<file path="config.mk">
export PLATFORM = sky130hd
export DESIGN_NAME = sample_frame_scheduler
export DESIGN_NICKNAME = d
export VERILOG_FILES = /design/src/rtl/sample_frame_scheduler.sv
export SDC_FILE = /design/constraint.sdc
export NUM_CORES = 1
export LEC_CHECK = 0
export CORE_MARGIN = 2
export CORE_UTILIZATION = 60
export CTS_CLUSTER_SIZE = 24
export DETAILED_ROUTE_END_ITERATION = 10
export GPL_TIMING_DRIVEN = 0
export PLACE_DENSITY = 0.87
export SYNTH_ARGS = -nofsm -noshare
export SYNTH_HDL_FRONTEND = slang
export SYNTH_SLANG_ARGS = --single-unit
</file>
<file path="constraint.sdc">
create_clock -name clock -period 3.13 [get_ports clock]
set_input_delay 0.4695 -clock clock [delete_from_list [all_inputs] [get_ports clock]]
set_output_delay 0.4695 -clock clock [all_outputs]
set_load 0.01 [all_outputs]
</file>
<file path="src/rtl/sample_frame_scheduler.sv">
// Captures DEPTH samples at a programmable sample period into a frame buffer,
// then drains the frame over a valid/ready stream before capturing the next.
module sample_frame_scheduler #(
    parameter int WIDTH = 12,
    parameter int DEPTH = 16
) (
    input  logic             clock,
    input  logic             reset_n,
    input  logic             enable,
    input  logic [2:0]       rate_sel,
    input  logic [WIDTH-1:0] sample_in,
    output logic             sample_strobe,
    output logic [WIDTH-1:0] out_data,
    output logic             out_valid,
    input  logic             out_ready,
    output logic             out_last,
    output logic             busy,
    output logic [7:0]       overrun_cnt
);

    localparam int AW = (DEPTH > 1) ? $clog2(DEPTH) : 1;
    localparam logic [AW-1:0] PTR_LAST = AW'(DEPTH - 1);

    localparam logic [1:0] ST_IDLE    = 2'd0;
    localparam logic [1:0] ST_CAPTURE = 2'd1;
    localparam logic [1:0] ST_DRAIN   = 2'd2;

    logic [1:0]       state_q, state_d;
    logic [7:0]       div_q, div_d;
    logic [2:0]       rate_q, rate_d;
    logic [AW-1:0]    wr_ptr_q, wr_ptr_d;
    logic [AW-1:0]    rd_ptr_q, rd_ptr_d;
    logic [7:0]       ovr_q, ovr_d;
    logic             buf_we;
    logic [7:0]       period_m1;
    logic [WIDTH-1:0] buffer_mem [DEPTH];

    // P-1 for P = 2^(rate+1): a right-shifted all-ones mask, 1..255.
    assign period_m1     = 8'hFF >> (3'd7 - rate_q);
    assign sample_strobe = (state_q != ST_IDLE) && (div_q == period_m1);
    assign busy          = (state_q != ST_IDLE);
    assign out_valid     = (state_q == ST_DRAIN);
    assign out_last      = out_valid && (rd_ptr_q == PTR_LAST);
    assign out_data      = out_valid ? buffer_mem[rd_ptr_q] : '0;
    assign overrun_cnt   = ovr_q;

    always_comb begin
        // NOTE: every signal gets a default first so no path leaves one unassigned (no latches).
        state_d  = state_q;
        div_d    = div_q;
        rate_d   = rate_q;
        wr_ptr_d = wr_ptr_q;
        rd_ptr_d = rd_ptr_q;
        ovr_d    = ovr_q;
        buf_we   = 1'b0;

        case (state_q)
            ST_IDLE: begin
                div_d = 8'd0;
                if (enable) begin
                    state_d  = ST_CAPTURE;
                    rate_d   = rate_sel;
                    wr_ptr_d = '0;
                end
            end

            ST_CAPTURE: begin
                if (!enable) begin
                    state_d = ST_IDLE;
                    div_d   = 8'd0;
                end else begin
                    div_d = sample_strobe ? 8'd0 : 8'(div_q + 8'd1);
                    if (sample_strobe) begin
                        buf_we   = 1'b1;
                        wr_ptr_d = AW'(wr_ptr_q + 1'b1);
                        if (wr_ptr_q == PTR_LAST) begin
                            state_d  = ST_DRAIN;
                            rd_ptr_d = '0;
                        end
                    end
                end
            end

            ST_DRAIN: begin
                div_d = sample_strobe ? 8'd0 : 8'(div_q + 8'd1);
                if (sample_strobe && (ovr_q != 8'hFF)) begin
                    ovr_d = 8'(ovr_q + 8'd1);
                end
                if (out_ready) begin
                    rd_ptr_d = AW'(rd_ptr_q + 1'b1);
                    // Drain always completes; enable only decides what follows it.
                    if (rd_ptr_q == PTR_LAST) begin
                        div_d = 8'd0;
                        if (enable) begin
                            state_d  = ST_CAPTURE;
                            rate_d   = rate_sel;
                            wr_ptr_d = '0;
                        end else begin
                            state_d = ST_IDLE;
                        end
                    end
                end
            end

            default: begin
                state_d = ST_IDLE;
                div_d   = 8'd0;
            end
        endcase
    end

    // NOTE: sequential state uses non-blocking assignments only; reset is asynchronous.
    always_ff @(posedge clock or negedge reset_n) begin
        if (!reset_n) begin
            state_q  <= ST_IDLE;
            div_q    <= 8'd0;
            rate_q   <= 3'd0;
            wr_ptr_q <= '0;
            rd_ptr_q <= '0;
            ovr_q    <= 8'd0;
        end else begin
            state_q  <= state_d;
            div_q    <= div_d;
            rate_q   <= rate_d;
            wr_ptr_q <= wr_ptr_d;
            rd_ptr_q <= rd_ptr_d;
            ovr_q    <= ovr_d;
        end
    end

    // NOTE: the frame memory is deliberately not reset; out_data is masked outside DRAIN.
    always_ff @(posedge clock) begin
        if (buf_we) begin
            buffer_mem[wr_ptr_q] <= sample_in;
        end
    end

endmodule

</file>
==> results of run 1 <==
worst reg2reg max path: cells and delay by family (launching register included):
kind            cells  cell delay (ns)
compound gates      1             0.23
buf+inv             2             0.18
simple gates        4             1.51
flops               1             0.42
fa+ha+maj           1             0.21
flip-flops by register name, indices dropped and copies added, names as in the netlist:
name	count
buffer_mem	192
div_q	8
overrun_cnt	8
rate_q	3
rd_ptr_q	4
state_q	2
wr_ptr_q	4
per-layer routing:
| layer | vias to the layer above | share of wire, % | GRT usage, % |
|---|---|---|---|
| met4 | 0 | 4.0 | 11.8 |
| met2 | 387 | 51 | 46.9 |
| li1 | 2214 | - | - |
| met5 | - | 0 | 0 |
| met1 | 2681 | 36 | 37.5 |
| met3 | 67 | 9.2 | 4.86 |
cells in the final DEF, fill, tap and decap left out, drive strengths merged, types with 3 or more instances in the layout:
| cell type | n |
|---|---|
| edfxtp | 192 |
| buf | 62 |
| mux4 | 60 |
| clkbuf | 40 |
| clkdlybuf4s50 | 29 |
| dfrtp | 29 |
| and2 | 27 |
| nand3 | 21 |
| nor2 | 19 |
| nand2 | 18 |
| xor2 | 15 |
| inv | 15 |
| ha | 11 |
| o21ai | 9 |
| nor3 | 7 |
| clkinv | 7 |
| mux2 | 6 |
| xnor2 | 5 |
| mux2i | 5 |
| nor4 | 5 |
| a21oi | 4 |
| o211ai | 4 |
| or3 | 3 |
| or4 | 3 |
kinds of logic (layout without fill, tap and decap cells):
group                    Yosys count  count (layout)
XOR/XNOR                          20              20
multiplexers                      71              71
AND/OR/NAND/NOR                  114             114
AO/OA/AOI/OAI                     28              28
flip-flops                       221             221
adder cells (fa/ha/maj)           11              11
buffers and inverters             39             156
report_power, final:
group / switching (mW) / leakage [nW] / internal [mW]
logic: 0.412 / 1.38 / 0.342
registers: 0.0417 / 2.11 / 3.24
clock network: 1.11 / 0.342 / 1.47
path summary, 6_finish.rpt:
kind | end | cells past startpoint | slack, ns
setup / recovery | out_data[0] | 7 | 0.01
hold / removal | div_q[5] | 1 | 0.01
setup reg to reg | buffer_mem[3][5] | 8 | 0.21
hold reg to reg | div_q[0] | 1 | 0.51
max in group asynchronous | rd_ptr_q[1] | 1 | 2.63
min in group clock | div_q[0] | 1 | 0.51
per-stage QoR:
| stage | util, % | hold slack, ns |
|---|---|---|
| after floorplan | - | 0.174 |
| after CTS | 73.0 | 0.512 |
| after global placement | 65.8 | 0.486 |
| after global routing | 73.8 | 0.0618 |
| after detailed placement | 66.0 | 0.505 |
| final | 73.8 | 0.0129 |
layout make-up:
cell class | count | share of cell area [%]
Inverter | 14 | 0.468
Sequential cell | 221 | 57.9
Tap cell | 188 | 2.10
Timing Repair Buffer | 78 | 6.83
Buffer | 23 | 2.34
Clock inverter | 10 | 0.792
Multi-Input combinational cell | 244 | 24.1
Clock buffer | 31 | 5.48
synthesized netlist by cell type, types with 2 or more instances:
cell type    n  area [um^2]
and2_1      27          169
o211ai_1     4         30.0
xor2_1      15          131
a21oi_1      4         20.0
mux2_2       6         67.6
buf_4        2         15.0
buf_6        3         33.8
or4_1        2         15.0
edfxtp_1   192         5770
mux4_2      60         1350
nor3_1       6         30.0
nand3_1     20          100
nand2_1     18         67.6
o311ai_0     2         17.5
a22oi_1      2         15.0
dfrtp_1     29          726
buf_2        7         35.0
nor2_1      19         71.3
and3_1       2         12.5
mux2i_1      5         50.1
ha_1        11          138
xnor2_1      5         43.8
o21ai_0      8         40.0
clkbuf_1    12         45.0
nor4_2       2         25.0
nor4_4       2         42.5
a21o_1       2         15.0
inv_1       14         52.6
or3_1        3         18.8
repair_timing:
| item | CTS | global route |
|---|---|---|
| setup endpoints to repair | 14 | 61 |
| setup buffers | 23 | 12 |
| hold buffers | 0 | 0 |
| gates resized for setup | 107 | 14 |
| pin swaps | 6 | 3 |
| cloned | 1 | 0 |
==> qor.yml, run 1 <==
status: "finished, final reports clean"
drt_iter0_drc: 734
port_buffers: 42
synth_top_family_by_area: "multiplexers"
routabilityCongestion: 0.820
seqCellArea_um2: 6490
yosysWarnings: 0
max_freq_mhz: 321
syn-num-nets: 534
drt_first_pass_iters: 5
diodes: 0
grt_start_max_net_pins: 30
tritoncts: "done"
ioPinCount: 43
layout_min_cycle_time_ns: 3.12
die_height_um: 129
dp_slack_ns: -0.268
grt-ovfl-total: 0
slew_violations: 0
drive_above_1_share_pct: 31.4
wl_per_cell_um: 27.7
synth.avg_cell_area_um2: 18.6
fill_cells: 846
ys_async_sr_fraction_pct: 13.1
cts_buffer_depth: 3
slowest_stage: "mux4_2"
grt_pass1_vias: 5438
path_max_fanout: 6
finalSetupViolCount: 0
worstMarginPinSlew_ns: 0.914
synth_area_um2: 9350
final.setup.tns_ns: 0
grt_pass1_wl_mm: 33.3
cts_max_level: 1
clock_latency_ns: 0.50
synth_edf_count: 192
die_w_um: 129
worstSetupStartpointType: "flop"
cp.required_ns: 2.66
start_util_pct: 61.5
crit_start: "rd_ptr_q[0]"
die-area_um2: 16600
stdcell_area_um2: 11200
dpl_cell_area_um2: 10000
syn_to_final_growth_pct: 20.0
critPathBufInv: 4
wl_mm: 22.4
slowest_delay_ns: 0.55
numClockSinks: 221
fin_crit_sh_pct: 99.7
relSlewSlack_pct: 38.8
netlist_instances: 504
ant_nets: 0
hpwl_mm: 12.3
multi_input_area_um2: 2710
synth_compound_area_share_pct: 2.15
synthMuxAreaShare_pct: 15.7
synthAdderAreaFrac_pct: 1.47
pwr_density_cell_nw_per_um2: 590
rsz0062_at_grt: "true"
cts_buffers: 23
r2r-start: "state_q[1]"
synthXorXnorAreaFrac_pct: 1.87
maxCapViolCount: 0
hold_path_class: "input port to asynchronous set/reset pin"
core_um2: 15200
hold_viol_final: 0
synth-simple-area-share_pct: 7.42
clk_pin_slew_worst_paths_ns: 0.06
core.rowCount: 45
critical_path_class: "flop to output pin"
placedCellCount: 735
peakVddDrop_v: 0.000510
synthDistinctLibCells: 49
crit_arrival_ns: 2.65
drcViolationCount: 0
cp_top_family: "multiplexers"
vias: 5349
p_total_mw: 6.62
crit_path_end_kind: "output pin"
ys_ff_latch: 221
nNetsFinal: 635
seq_area_frac_synth_pct: 69.4
via_per_inst: 6.61
dominantRegCellSynth: "edfxtp_1"
cellLeakagePower_nw: 3.83
fin_cells: 809
fin_skew_ns: 0.00745
grt_use_total_pct: 28.2
antenna_found_initial: 0
setup_ws_ns: 0.00996
worstPathCellList: "buf_8 > buf_12 > buf_12 > mux4_2 > mux4_2 > and2_4 > buf_6"
cts_root_buffer: "clkbuf_16"
Power figures use the tool's default switching activity.
==> run 2, diff against run 1 <==
Clock period 3.13 ns to 3.07 ns, I/O delays scaled along.
==> run 2 against run 1 <==
Against the previous run: hold slack worse by 0.016 ns; non-clock buffer count down 7; cell area down 0.55%; critical endpoint is now out_data[11]; the flow now finishes with violations (hold timing, setup timing); sequential power up 2%; final cell count down 0.87%; combinational power up 0.8%.
==> qor.yml, run 2 (synthesized netlist as in run 1, its figures left out) <==
status: "complete, but fails checks"
violations: "hold timing, setup timing"
grt_use_total_pct: 27.6
die_height_um: 129
ctsHoldBuffers: 0
cts_buffers: 23
power.switching_mw: 1.58
max_freq_mhz: 324
port_buffers: 42
grt_pass1_wl_mm: 32.7
worstSetupStartpointType: "flop"
regMostFlops: "buffer_mem"
grt_pass1_vias: 5390
power_frac_seq_pct: 49.7
grt-ovfl-total: 0
pwr-share-clk_pct: 39.0
largest_register_ffs: 192
routabilityCongestion: 0.820
core.rowCount: 45
whs_ns: -0.00315
die-area_um2: 16600
dpl_cell_area_um2: 10000
critPathBufInv: 4
diodes: 0
ioPinCount: 43
die_w_um: 129
utilization_pct: 73.4
clk_pin_slew_worst_paths_ns: 0.06
wl_per_cell_um: 27.6
hold_viol_final: 10
hpwl_mm: 12.3
p_total_mw: 6.73
cts_root_buffer: "clkbuf_16"
power.internal_mw: 5.15
drcViolationCount: 0
crit_path_end_kind: "output pin"
worstMarginPinSlew_ns: 0.905
maxCapViolCount: 0
fin_crit_sh_pct: 100
multi_input_area_um2: 2710
seqCellArea_um2: 6490
numClockSinks: 221
pwr_density_cell_nw_per_um2: 603
hold_path_class: "input port to asynchronous set/reset pin"
relSlewSlack_pct: 39.3
grt_start_max_net_pins: 30
drt_first_pass_iters: 5
wl_mm: 22.1
crit_cells: 7
slowest_delay_ns: 0.52
fill_cells: 864
rsz0062_at_grt: "true"
cp_top_family: "multiplexers"
final_cell_mix: "edfxtp_1, mux4_2, clkdlybuf4s50_1"
p_sw_share_pct: 23.5
cts_buffer_depth: 3
stdcell_area_um2: 11200
setup_ws_ns: -0.0150
tritoncts: "done"
ant_nets: 0
cts_max_level: 1
critical_path_class: "flop to output pin"
via_per_inst: 6.54
path_max_fanout: 7
finalSetupViolCount: 3
r2r_cells: 8
fin_skew_ns: 0.00753
cellLeakagePower_nw: 3.81
cp.required_ns: 2.61
worstPathCellList: "buf_12 > buf_12 > buf_8 > mux4_2 > mux4_2 > and2_4 > buf_6"
slew_violations: 0
syn_to_final_growth_pct: 19.3
core_um2: 15200
drive_above_1_share_pct: 30.9
fin_cells: 802
nNetsFinal: 628
antenna_found_initial: 0
vias: 5247
combPwrFrac_pct: 11.3
placedCellCount: 735
layout_min_cycle_time_ns: 3.08
drt_iter0_drc: 620
peakVddDrop_v: 0.000511
start_util_pct: 61.5
clock_latency_ns: 0.50
slowest_stage: "mux4_2"
layout_commonest_cell: "edfxtp_1"
crit_arrival_ns: 2.62
-- run 2: cell type report --
class | instances | share of cell area (%)
flip-flops and latches | 221 | 58.2
plain buffers | 22 | 2.22
inverters | 14 | 0.471
multi-input cells | 244 | 24.3
clock buffers | 31 | 5.52
clock inverters | 10 | 0.796
well taps | 188 | 2.11
repair buffers | 72 | 6.41
-- run 2: through the flow --
stage | setup TNS [ns] | hold WS (ns) | setup slack [ns]
finish | -0.0207 | -0.00315 | -0.0150
global route | -0.565 | 0.0385 | -0.101
CTS | -0.00108 | 0.512 | -0.00108
detailed placement | -3.69 | 0.505 | -0.319
global placement | -9.64 | 0.486 | -0.623
floorplan | 0 | 0.165 | 0.264
-- run 2: final timing paths --
| kind | from | endpoint | slack [ns] |
|---|---|---|---|
| max in group asynchronous | reset_n | state_q[1] | 2.59 |
| hold / removal | reset_n | rate_q[0] | -0.003 |
| hold reg to reg | div_q[0] | div_q[0] | 0.51 |
| setup / recovery | rd_ptr_q[0] | out_data[11] | -0.01 |
| min in group clock | div_q[0] | div_q[0] | 0.51 |
| setup reg to reg | state_q[0] | buffer_mem[3][9] | 0.12 |
-- run 2: what timing repair did --
item / in CTS / in global routing
endpoints found under the setup margin: 50 / 62
cloned: 1 / 0
buffers inserted: 19 / 9
resized for setup: 111 / 15
pin swaps: 5 / 7
-- run 2: power groups by stage --
stage          combinational (mW)  clock, mW  sequential (mW)
3_3_place_gp                0.635          0             3.41
6_report                    0.760       2.62             3.35
4_1_cts                     0.705       2.61             3.35
3_5_place_dp                0.673          0             3.41
5_1_grt                     0.820       2.76             3.35
2_1_floorplan               0.487          0             3.40
-- run 2: metal layers --
layer	part of all wire, %	vias to the layer above	wire, um	global-route usage, %
met3	7.9	31	1740	5.03
met5	0	-	0	0
met4	2.6	0	579	10.1
met1	37	2756	8300	36.1
li1	-	2188	-	-
met2	52	272	11500	47.1
==> RTL change, RTL diff (settings of run 2) <==
Set the parameter `DEPTH` to 32 (it was 16).
--- a/src/rtl/sample_frame_scheduler.sv
+++ b/src/rtl/sample_frame_scheduler.sv
@@ -2,7 +2,7 @@
 // then drains the frame over a valid/ready stream before capturing the next.
 module sample_frame_scheduler #(
     parameter int WIDTH = 12,
-    parameter int DEPTH = 16
+    parameter int DEPTH = 32
 ) (
     input  logic             clock,
     input  logic             reset_n,
Function: same outputs for any inputs over 10 cycles, from zero or initial values and one cycle with reset_n low; that may be too few to reach the edited logic, so the function may still have changed.
==> RTL change against run 2 <==
  * Routed wire length rose by 120%
  * Total power is 74% higher
  * Synthesized area increased by 79%
  * Cell area up 86%
  * Setup slack lost 0.36 ns
  * Register-to-register slack better by 0.08 ns
  * Sequential cell count increased by 194
  * Clock power is 88% higher
  * The run ends with capacitance limit, slew limit, setup timing left
==> RTL change: results <==
{
  "largest_register_ffs": 384,
  "use_met1": 0.446,
  "track_usage": 0.319,
  "slowest_delay_ns": 0.50,
  "routed_wl_um": 49500,
  "status": "complete, but fails checks",
  "pre_cts_slack_ns": -0.715,
  "synth_compound_area_frac": 0.0322,
  "leakagePower_nw": 6.71,
  "wl_met2_um": 23500,
  "drtIter0Drc": 1897,
  "syn_inst": 836,
  "rr_endpoint": "buffer_mem[1][8]",
  "drt-pass1-iter-count": 6,
  "wl_met1_um": 16900,
  "post_synth_most_frequent_cells": "384 x edfxtp_1, 108 x mux4_2, 50 x nor2_1",
  "finalSetupViolCount": 12,
  "path_buf_inv": 5,
  "endpoint": "out_data[10]",
  "grt_pass1_vias": 9529,
  "synth_cell_types": 56,
  "nFillCells": 1352,
  "violations": "capacitance limit, slew limit, setup timing",
  "setup_ws_ns": -0.371,
  "hp-class": "register to register",
  "h-tree-depth": 2,
  "slew_violations": 66,
  "max-cap-violations": 2,
  "seq_area_frac_synth": 0.735
}
RTL change: cell types whose count changed in the layout (fill, tap and decap cells not counted), sizes merged, moves of 9 or more:
| cell | delta |
|---|---|
| clkbuf | +34 |
| edfxtp | +192 |
| mux4 | +48 |
| a211oi | +12 |
| clkinv | +12 |
| nor2b | +12 |
| xor2 | -9 |
| a22o | +13 |
| and2 | -24 |
| nor2 | +32 |
| buf | +69 |
| a21oi | +12 |
RTL change: layout make-up:
type                            count  area (µm²)  share of cell area
Buffer                             44         490              0.0236
Sequential cell                   415       12300               0.591
Inverter                           13        50.0             0.00240
Clock buffer                       49        1100              0.0528
Multi-Input combinational cell    363        4760               0.229
Clock inverter                     23         164             0.00787
Timing Repair Buffer              129        1470              0.0706
Tap cell                          378         473              0.0227
RTL change: report_power, final:
part	internal [W]	switching, W	leakage [nW]	total (W)
clock network	0.00272	0.00221	0.615	0.00493
logic	0.000164	0.000378	2.23	0.000542
registers	0.00620	0.0000317	3.87	0.00624
